==> config.mk <==
export PLATFORM = sky130hd
export DESIGN_NAME = uart_tx_arbiter
export DESIGN_NICKNAME = d
export VERILOG_FILES = /design/src/rtl/uart_tx_arbiter.sv
export SDC_FILE = /design/constraint.sdc
export NUM_CORES = 1
export LEC_CHECK = 0
export CAP_MARGIN = 20
export CORE_UTILIZATION = 28
export CTS_CLUSTER_DIAMETER = 100
export CTS_CLUSTER_SIZE = 14
export DETAILED_ROUTE_END_ITERATION = 16
export PLACE_DENSITY = 0.64
export SYNTH_ARGS = -nofsm -noshare
export SYNTH_HDL_FRONTEND = slang
export SYNTH_SLANG_ARGS = --single-unit
export TNS_END_PERCENT = 1
==> constraint.sdc <==
create_clock -name clock_i -period 2.1 [get_ports clock_i]
set_input_delay 0.42 -clock clock_i [delete_from_list [all_inputs] [get_ports clock_i]]
set_output_delay 0.42 -clock clock_i [all_outputs]
set_load 0.01 [all_outputs]
==> src/rtl/uart_tx_arbiter.sv <==
// Round-robin arbiter sharing one UART TX FIFO write port between NUM_REQ 4-phase req/ack clients.
// Optional HOLD-state stall release is compiled in with `define UART_ARB_HOLD_TIMEOUT_EN.
module uart_tx_arbiter #(
   parameter int unsigned NUM_REQ    = 4,
   parameter int unsigned DATA_WIDTH = 8,
   parameter int unsigned BURST_MAX  = 16,
   localparam int unsigned IdW       = (NUM_REQ > 1) ? $clog2(NUM_REQ) : 1
) (
   input  logic                             clock_i,
   input  logic                             reset_i,
   input  logic [NUM_REQ-1:0]               req_i,
   input  logic [NUM_REQ-1:0]               req_last_i,
   input  logic [NUM_REQ*DATA_WIDTH-1:0]    req_data_i,
   output logic [NUM_REQ-1:0]               ack_o,
   output logic                             tx_pulse_o,
   output logic                             tx_wr_o,
   output logic [DATA_WIDTH-1:0]            tx_d_in_o,
   input  logic                             tx_full_i,
   output logic [IdW-1:0]                   grant_id_o,
   output logic                             busy_o
);

   localparam logic [1:0] StIdle  = 2'd0;
   localparam logic [1:0] StWrite = 2'd1;
   localparam logic [1:0] StAck   = 2'd2;
   localparam logic [1:0] StHold  = 2'd3;

   localparam logic [7:0] BurstMax = BURST_MAX[7:0];

   logic [1:0]            state_q, state_d;
   logic [IdW-1:0]        grant_q, grant_d;
   logic [IdW-1:0]        ptr_q, ptr_d;
   logic [7:0]            burst_q, burst_d;
   logic                  last_q, last_d;
   logic                  busy_q, busy_d;
   logic [NUM_REQ-1:0]    ack_q, ack_d;
   logic                  tx_wr_q, tx_wr_d;
   logic [DATA_WIDTH-1:0] tx_data_q, tx_data_d;

`ifdef UART_ARB_HOLD_TIMEOUT_EN
   localparam logic [15:0] HoldTimeout = 16'd1023;
   logic [15:0]           hold_cnt_q, hold_cnt_d;
`endif

   logic [DATA_WIDTH-1:0] data_arr [NUM_REQ];
   logic [IdW-1:0]        sel;
   logic                  sel_valid;
   logic [IdW-1:0]        cand;
   logic [IdW-1:0]        grant_next;

   for (genvar gi = 0; gi < NUM_REQ; gi++) begin : g_unpack
      assign data_arr[gi] = req_data_i[gi*DATA_WIDTH +: DATA_WIDTH];
   end

   // ptr_q holds the index where the next search starts, i.e. last_grant + 1.
   assign grant_next = (grant_q == IdW'(NUM_REQ - 1)) ? '0 : grant_q + 1'b1;

   always_comb begin
      sel       = ptr_q;
      sel_valid = 1'b0;
      cand      = ptr_q;
      for (int unsigned i = 0; i < NUM_REQ; i++) begin
         cand = IdW'((32'(ptr_q) + i) % NUM_REQ);
         if (!sel_valid && req_i[cand]) begin
            sel       = cand;
            sel_valid = 1'b1;
         end
      end
   end

   always_comb begin
      state_d   = state_q;
      grant_d   = grant_q;
      ptr_d     = ptr_q;
      burst_d   = burst_q;
      last_d    = last_q;
      busy_d    = busy_q;
      ack_d     = ack_q;
      tx_wr_d   = 1'b0;
      tx_data_d = tx_data_q;
`ifdef UART_ARB_HOLD_TIMEOUT_EN
      hold_cnt_d = hold_cnt_q;
`endif
      unique case (state_q)
         StIdle: begin
            if (sel_valid) begin
               grant_d = sel;
               busy_d  = 1'b1;
               burst_d = '0;
               state_d = StWrite;
            end
         end
         StWrite: begin
            if (!req_i[grant_q]) begin
               busy_d  = 1'b0;
               ptr_d   = grant_next;
               state_d = StIdle;
            end else if (!tx_full_i) begin
               tx_wr_d   = 1'b1;
               tx_data_d = data_arr[grant_q];
               last_d    = req_last_i[grant_q];
               burst_d   = (burst_q == BurstMax) ? burst_q : burst_q + 8'd1;
               state_d   = StAck;
            end
         end
         StAck: begin
            ack_d = '0;
            if (req_i[grant_q]) begin
               ack_d[grant_q] = 1'b1;
            end else if (last_q || (burst_q == BurstMax)) begin
               busy_d  = 1'b0;
               ptr_d   = grant_next;
               state_d = StIdle;
            end else begin
`ifdef UART_ARB_HOLD_TIMEOUT_EN
               hold_cnt_d = '0;
`endif
               state_d = StHold;
            end
         end
         StHold: begin
            if (req_i[grant_q]) begin
               state_d = StWrite;
`ifdef UART_ARB_HOLD_TIMEOUT_EN
            end else if (hold_cnt_q == HoldTimeout) begin
               busy_d  = 1'b0;
               ptr_d   = grant_next;
               state_d = StIdle;
            end else begin
               hold_cnt_d = hold_cnt_q + 16'd1;
`endif
            end
         end
         default: state_d = StIdle;
      endcase
   end

   always_ff @(posedge clock_i or posedge reset_i) begin
      if (reset_i) begin
         state_q   <= StIdle;
         grant_q   <= '0;
         ptr_q     <= '0;
         burst_q   <= '0;
         last_q    <= 1'b0;
         busy_q    <= 1'b0;
         ack_q     <= '0;
         tx_wr_q   <= 1'b0;
         tx_data_q <= '0;
      end else begin
         state_q   <= state_d;
         grant_q   <= grant_d;
         ptr_q     <= ptr_d;
         burst_q   <= burst_d;
         last_q    <= last_d;
         busy_q    <= busy_d;
         ack_q     <= ack_d;
         tx_wr_q   <= tx_wr_d;
         tx_data_q <= tx_data_d;
      end
   end

`ifdef UART_ARB_HOLD_TIMEOUT_EN
   always_ff @(posedge clock_i or posedge reset_i) begin
      if (reset_i) begin
         hold_cnt_q <= '0;
      end else begin
         hold_cnt_q <= hold_cnt_d;
      end
   end
`endif

   assign ack_o      = ack_q;
   assign tx_pulse_o = tx_wr_q;
   assign tx_wr_o    = tx_wr_q;
   assign tx_d_in_o  = tx_data_q;
   assign grant_id_o = grant_q;
   assign busy_o     = busy_q;

   a_ack_onehot: assert property (@(posedge clock_i) disable iff (reset_i) $onehot0(ack_o));
   a_no_wr_full: assert property (@(posedge clock_i) disable iff (reset_i) tx_wr_d |-> !tx_full_i);

endmodule

==> run_results.csv, run 1 <==
group,metric,value,unit
cells_and_area,drive_gt1_share,18.86,%
cells_and_area,antenna_cells,0,
synthesis,yosys_warnings,0,
timing,tightest_slew,0.4289,ns
grt,grt_max_degree,30,
timing,timing.fmax,0.5072,GHz
power_and_ir_drop,p_leak,0.001214,µW
placed_design,dp_hpwl,3797,µm
timing,setup_tns,0,ns
synthesis,synth-seq-area-share,37.42,%
floorplan,die-area,7263,µm²
cells_and_area,fill_cells,629,
timing,rsz0062_at_grt,"no",
cts,cts_sinks,29,
synthesis,synth_edf_count,0,
critical_path,cp-start-kind,"flip-flop",
hold_path,hold_path_class,"reg2reg",
cells_and_area,num-nets-final,334,
cts,clk_path_buf_depth,2,
route,wl_per_cell,13.69,µm
timing,slew_viol_final,0,
power_and_ir_drop,power_density,1153,nW/µm²
synthesis,mappedNetlistArea,1939,µm²
run_status,status,"finished clean",
synthesis,syn_inst,198,
floorplan,rows,29,
critical_path,critical_path_class,"reg2out",
floorplan,fp.coreArea,6531,µm²
timing,slew_headroom,71.10,%
timing,hold_violations,0,
cts,postCtsHoldBufs,0,
placed_design,place_ws,-0.1331,ns
route,drt-pass1-iter-count,4,
grt,grt_pass1_wl,8500,µm
critical_path,arrival,1.55,ns
grt,gr-max-usage-layer,"met2",
cts,path_clk_slew,0.07,ns
route,drc,0,
synthesis,synth_nets,252,
route,wl,4902,µm
synthesis,ys_seq_elements,29,
cts,cts_root_buffer,"clkbuf_8",
placed_design,gp_congestion,0.7646,
floorplan,ios,60,
synthesis,synthArstFlopShare,100.0,%
synthesis,ys_types,44,
route,vias,1779,
cts,clk_latency,0.28,ns
cells_and_area,fin_util,43.54,%
floorplan,fp.dieH,85.23,µm
job,maxCapViolCount,0,
grt,antenna_found_initial,0,
grt,first_global_vias,1819,
placed_design,portBuffers,59,
cts,cts_tree,"built",
cts,cts_resized,0,
grt,use_met1,19.17,%
cts,numCtsBuffers,5,
timing,period_share,93.89,%
grt,grt-ovfl-total,0,
critical_path,worst_setup_path_end_kind,"primary output",
timing,layout_min_cycle_time,1.972,ns
critical_path,worst-path-max-fanout,17,
timing,fin_ws,0.1283,ns
grt,gr-usage-met2,25.51,%
timing,skew,0.005768,ns
timing,setup_viol,0,
critical_path,required,1.68,ns
route,vias_per_cell,4.969,
synthesis,synth_flop_cell,"dfrtp_1",
route,drtIter0Drc,63,
power_and_ir_drop,p_total,3279,µW
cts,htreeDepth,2,
route,antenna_left,0,
power_and_ir_drop,peakVddDrop,0.5394,mV
grt,use_met3,2.918,%
floorplan,die_w,85.23,µm
cells_and_area,area_growth,46.65,%
grt,grt.total_usage,14.91,%
synthesis,syn_avg_cell_area,9.795,µm²
floorplan,start_util,29.69,%
cts,post_cts.repair.setup_buffers,0,
-- per-stage QoR --
step	cell area, µm²	instances	hold slack (ns)
global placement	2758	350	0.4494
finish	2844	358	0.4618
global route	2844	358	0.4893
floorplan	1939	198	0.4394
CTS	2844	358	0.4696
detailed placement	2758	350	0.4547
-- logic make-up (layout without fill, tap and decap cells) --
family                     after synthesis  after routing  synth area share, %
DFF                                     29             29                37.42
adders and majority gates               11             11                7.097
muxes                                   16             16                15.03
buffers and inverters                   26            109                6.193
xor gates and xnor gates                 1              1               0.4517
AOI/OAI and AO/OA                       43             43                15.94
and+or+nand+nor                         72             72                17.87
-- layout make-up --
type,instances,area (µm²),area share (%)
clock buffer,5,68.82,2.420
clock inverter,3,17.52,0.6159
inverter,17,63.81,2.244
multi-input combinational,143,1094,38.45
sequential,29,725.7,25.52
tap,77,96.34,3.388
timing repair buffer,84,778.2,27.36
-- worst paths after layout --
check                              startpoint       endpoint  slack [ns]  cells past startpoint
worst max-delay path            grant_id_o[0]  grant_id_o[0]        0.13                      2
worst min-delay path             tx_d_in_o[7]   tx_d_in_o[7]        0.46                      2
worst max register to register     burst_q[5]       ptr_q[0]        0.20                      4
worst min register to register   tx_d_in_o[7]   tx_d_in_o[7]        0.46                      2
max in group asynchronous             reset_i         busy_o        1.30                      3
min in group asynchronous             reset_i     burst_q[1]        0.52                      3
-- critical path, stage by stage (launching register included) --
cell	delay [ns]
dfrtp_1	0.39
buf_4	0.29
clkdlybuf4s50_1	0.58
-- metal layers --
| metal | vias to the layer above | wire [µm] |
|---|---|---|
| met2 | 29 | 2428 |
| met1 | 869 | 2293 |
| li1 | 877 | - |
| met5 | - | 0 |
| met4 | 0 | 53 |
| met3 | 4 | 128 |
-- layout by cell type (no fill, tap or decap), types with 2 or more instances in the layout --
cell type / count
clkinv_2: 2
clkdlybuf4s50_1: 59
clkbuf_8: 5
o21ai_0: 14
nand3_1: 8
o211ai_1: 5
nor2b_1: 5
a31oi_1: 5
a41oi_1: 2
nor2_1: 5
nand2_1: 37
mux2_2: 5
o31ai_1: 2
a21boi_0: 2
dfrtp_1: 29
nand3b_1: 2
ha_1: 11
mux4_2: 10
nand4_1: 2
nand2b_1: 4
buf_4: 25
a21oi_1: 3
inv_1: 16
nor4_1: 2
-- registers in the layout (all words and copies together), names as in the netlist --
signal      flops
ack_o           4
burst_q         8
busy_o          1
grant_id_o      2
last_q          1
ptr_q           2
state_q         2
tx_d_in_o       8
tx_pulse_o      1
-- power breakdown --
group	internal, µW	switching [µW]	total (µW)
Combinational	1010	867	1880
Sequential	778	168	946
Clock	228	228	457
Total	2020	1260	3280
-- cell usage after synthesis (2+ instances only) --
cell / n / area (µm²)
ha_1: 11 / 137.6
a21oi_1: 3 / 15.01
a21boi_0: 2 / 15.01
a41oi_1: 2 / 17.52
nand2b_1: 4 / 25.02
o211ai_1: 5 / 37.54
dfrtp_1: 29 / 725.7
clkbuf_1: 3 / 11.26
o31ai_1: 2 / 15.01
mux2_2: 5 / 56.30
nand2_1: 37 / 138.9
buf_2: 3 / 15.01
buf_6: 2 / 22.52
mux4_2: 10 / 225.2
nor2b_1: 5 / 31.28
inv_1: 16 / 60.06
nand3_1: 8 / 40.04
nor4_1: 2 / 12.51
o21ai_0: 14 / 70.07
nand3b_1: 2 / 15.01
a31oi_1: 5 / 31.28
nor2_1: 5 / 18.77
nand4_1: 2 / 12.51
No activity file was read; power rests on OpenSTA's default activity.
==> inputs of run 2 (changes only) <==
--- a/config.mk
+++ b/config.mk
@@ -10,6 +10,8 @@
 export CTS_CLUSTER_DIAMETER = 100
 export CTS_CLUSTER_SIZE = 14
 export DETAILED_ROUTE_END_ITERATION = 16
+export GPL_ROUTABILITY_DRIVEN = 0
+export MAX_ROUTING_LAYER = met4
 export PLACE_DENSITY = 0.64
 export SYNTH_ARGS = -nofsm -noshare
 export SYNTH_HDL_FRONTEND = slang
==> run 2 against run 1 <==
- non-clock buffer count did not move
- clock skew hardly changed
- fmax about the same
- sequential share of layout area did not move
- wire length decreased by 0.12%
- combinational power about the same
- flip-flop and latch count unchanged
- clock power is essentially flat
- via count rose by 0.11%
- setup slack about the same
- critical path type unchanged
- largest cell class unchanged
==> run_results.csv, run 2 (same netlist as run 1, synthesis figures left out) <==
group,metric,value,unit
run_status,status,"finished clean",
placed_design,place_ws,-0.1331,ns
floorplan,die-area,7263,µm²
grt,grt-ovfl-total,0,
timing,setup_viol,0,
cells_and_area,num-nets-final,334,
cts,cts_tree,"built",
cells_and_area,final_cell_mix,"59 x clkdlybuf4s50_1, 37 x nand2_1, 29 x dfrtp_1, 25 x buf_4, 16 x inv_1",
power_and_ir_drop,peakVddDrop,0.5393,mV
grt,grt.total_usage,15.37,%
cells_and_area,area_growth,46.65,%
timing,layout_min_cycle_time,1.972,ns
route,drc,0,
cts,cts_sinks,29,
cts,post_cts.repair.setup_buffers,0,
cts,cts_resized,0,
route,topRoutingLayerUsed,"met4",
critical_path,critical_path_class,"reg2out",
timing,tightest_slew,0.4332,ns
grt,antenna_found_initial,0,
cts,path_clk_slew,0.07,ns
timing,rsz0062_at_grt,"no",
critical_path,slowest_delay,0.58,ns
cells_and_area,antenna_cells,0,
route,vias,1781,
hold_path,hold_path_class,"reg2reg",
timing,fin_ws,0.1283,ns
timing,slew_headroom,70.81,%
floorplan,start_util,29.69,%
route,wl_per_cell,13.68,µm
timing,hold_violations,0,
floorplan,die_w,85.23,µm
critical_path,cp-start-kind,"flip-flop",
floorplan,rows,29,
route,met2WireLength,2427,µm
floorplan,fp.coreArea,6531,µm²
placed_design,dp_hpwl,3797,µm
grt,first_global_vias,1822,
cells_and_area,drive_gt1_share,18.86,%
cts,cts_root_buffer,"clkbuf_8",
route,drt-pass1-iter-count,4,
critical_path,arrival,1.55,ns
cts,clk_latency,0.28,ns
critical_path,required,1.68,ns
power_and_ir_drop,power_density,1153,nW/µm²
floorplan,ios,60,
critical_path,worst_setup_path_end_kind,"primary output",
cts,clk_path_buf_depth,2,
route,wl,4896,µm
cts,numCtsBuffers,5,
critical_path,worst-path-max-fanout,17,
timing,period_share,93.89,%
route,wl_met1,2261,µm
critical_path,crit_path_top_delay_cell,"clkdlybuf4s50_1",
critical_path,crit_chain,"buf_4 > clkdlybuf4s50_1",
placed_design,portBuffers,59,
grt,grt_pass1_wl,8493,µm
cells_and_area,final_common_cell,"clkdlybuf4s50_1",
grt,grt_max_degree,30,
timing,slew_viol_final,0,
power_and_ir_drop,p_leak,0.001214,µW
timing,timing.fmax,0.5072,GHz
cts,postCtsHoldBufs,0,
route,drtIter0Drc,64,
route,vias_per_cell,4.975,
cts,htreeDepth,2,
route,dr_wl_met3,158,µm
floorplan,fp.dieH,85.23,µm
timing,setup_tns,0,ns
timing,skew,0.005836,ns
route,antenna_left,0,
job,maxCapViolCount,0,
run 2: final timing paths:
| kind | cells after the start | from | slack, ns | endpoint |
|---|---|---|---|---|
| min in group asynchronous | 3 | reset_i | 0.52 | burst_q[1] |
| hold reg to reg | 2 | tx_d_in_o[7] | 0.46 | tx_d_in_o[7] |
| max in group asynchronous | 3 | reset_i | 1.30 | busy_o |
| setup reg to reg | 5 | burst_q[5] | 0.21 | state_q[1] |
| setup / recovery | 2 | grant_id_o[0] | 0.13 | grant_id_o[0] |
| hold / removal | 2 | tx_d_in_o[7] | 0.46 | tx_d_in_o[7] |
run 2: report_power, final:
group,internal (µW),switching (µW),total [µW]
combinational,1010,867,1880
sequential,778,169,946
clock,228,229,457
total,2020,1260,3280
run 2: worst max-delay path, delay by kind of cell (launching register included):
| family | cells | cell delay (ns) |
|---|---|---|
| buffers and inverters | 2 | 0.87 |
| flip-flops | 1 | 0.39 |
run 2: stage by stage:
stage               std cells  area, µm²  hold slack (ns)  util, %  total power [µW]
finish                    358       2844           0.4618    43.54              3279
global route              358       2844           0.4893    43.54              3554
CTS                       358       2844           0.4696    43.54              3312
detailed placement        350       2758           0.4547    42.22              2841
global placement          350       2758           0.4494    42.22              2815
floorplan                 198       1939           0.4394        -              2078
run 2: area by class of cell:
type / instances / area (µm²)
Clock buffer: 5 / 68.82
Clock inverter: 3 / 17.52
Fill cell: 629 / 3687
Inverter: 17 / 63.81
Multi-Input combinational cell: 143 / 1094
Sequential cell: 29 / 725.7
Tap cell: 77 / 96.34
Timing Repair Buffer: 84 / 778.2
run 2: metal layers:
layer | up-vias | track usage (%)
met5 | - | -
li1 | 878 | -
met4 | 0 | 4.160
met2 | 31 | 25.51
met1 | 868 | 19.17
met3 | 4 | 2.918
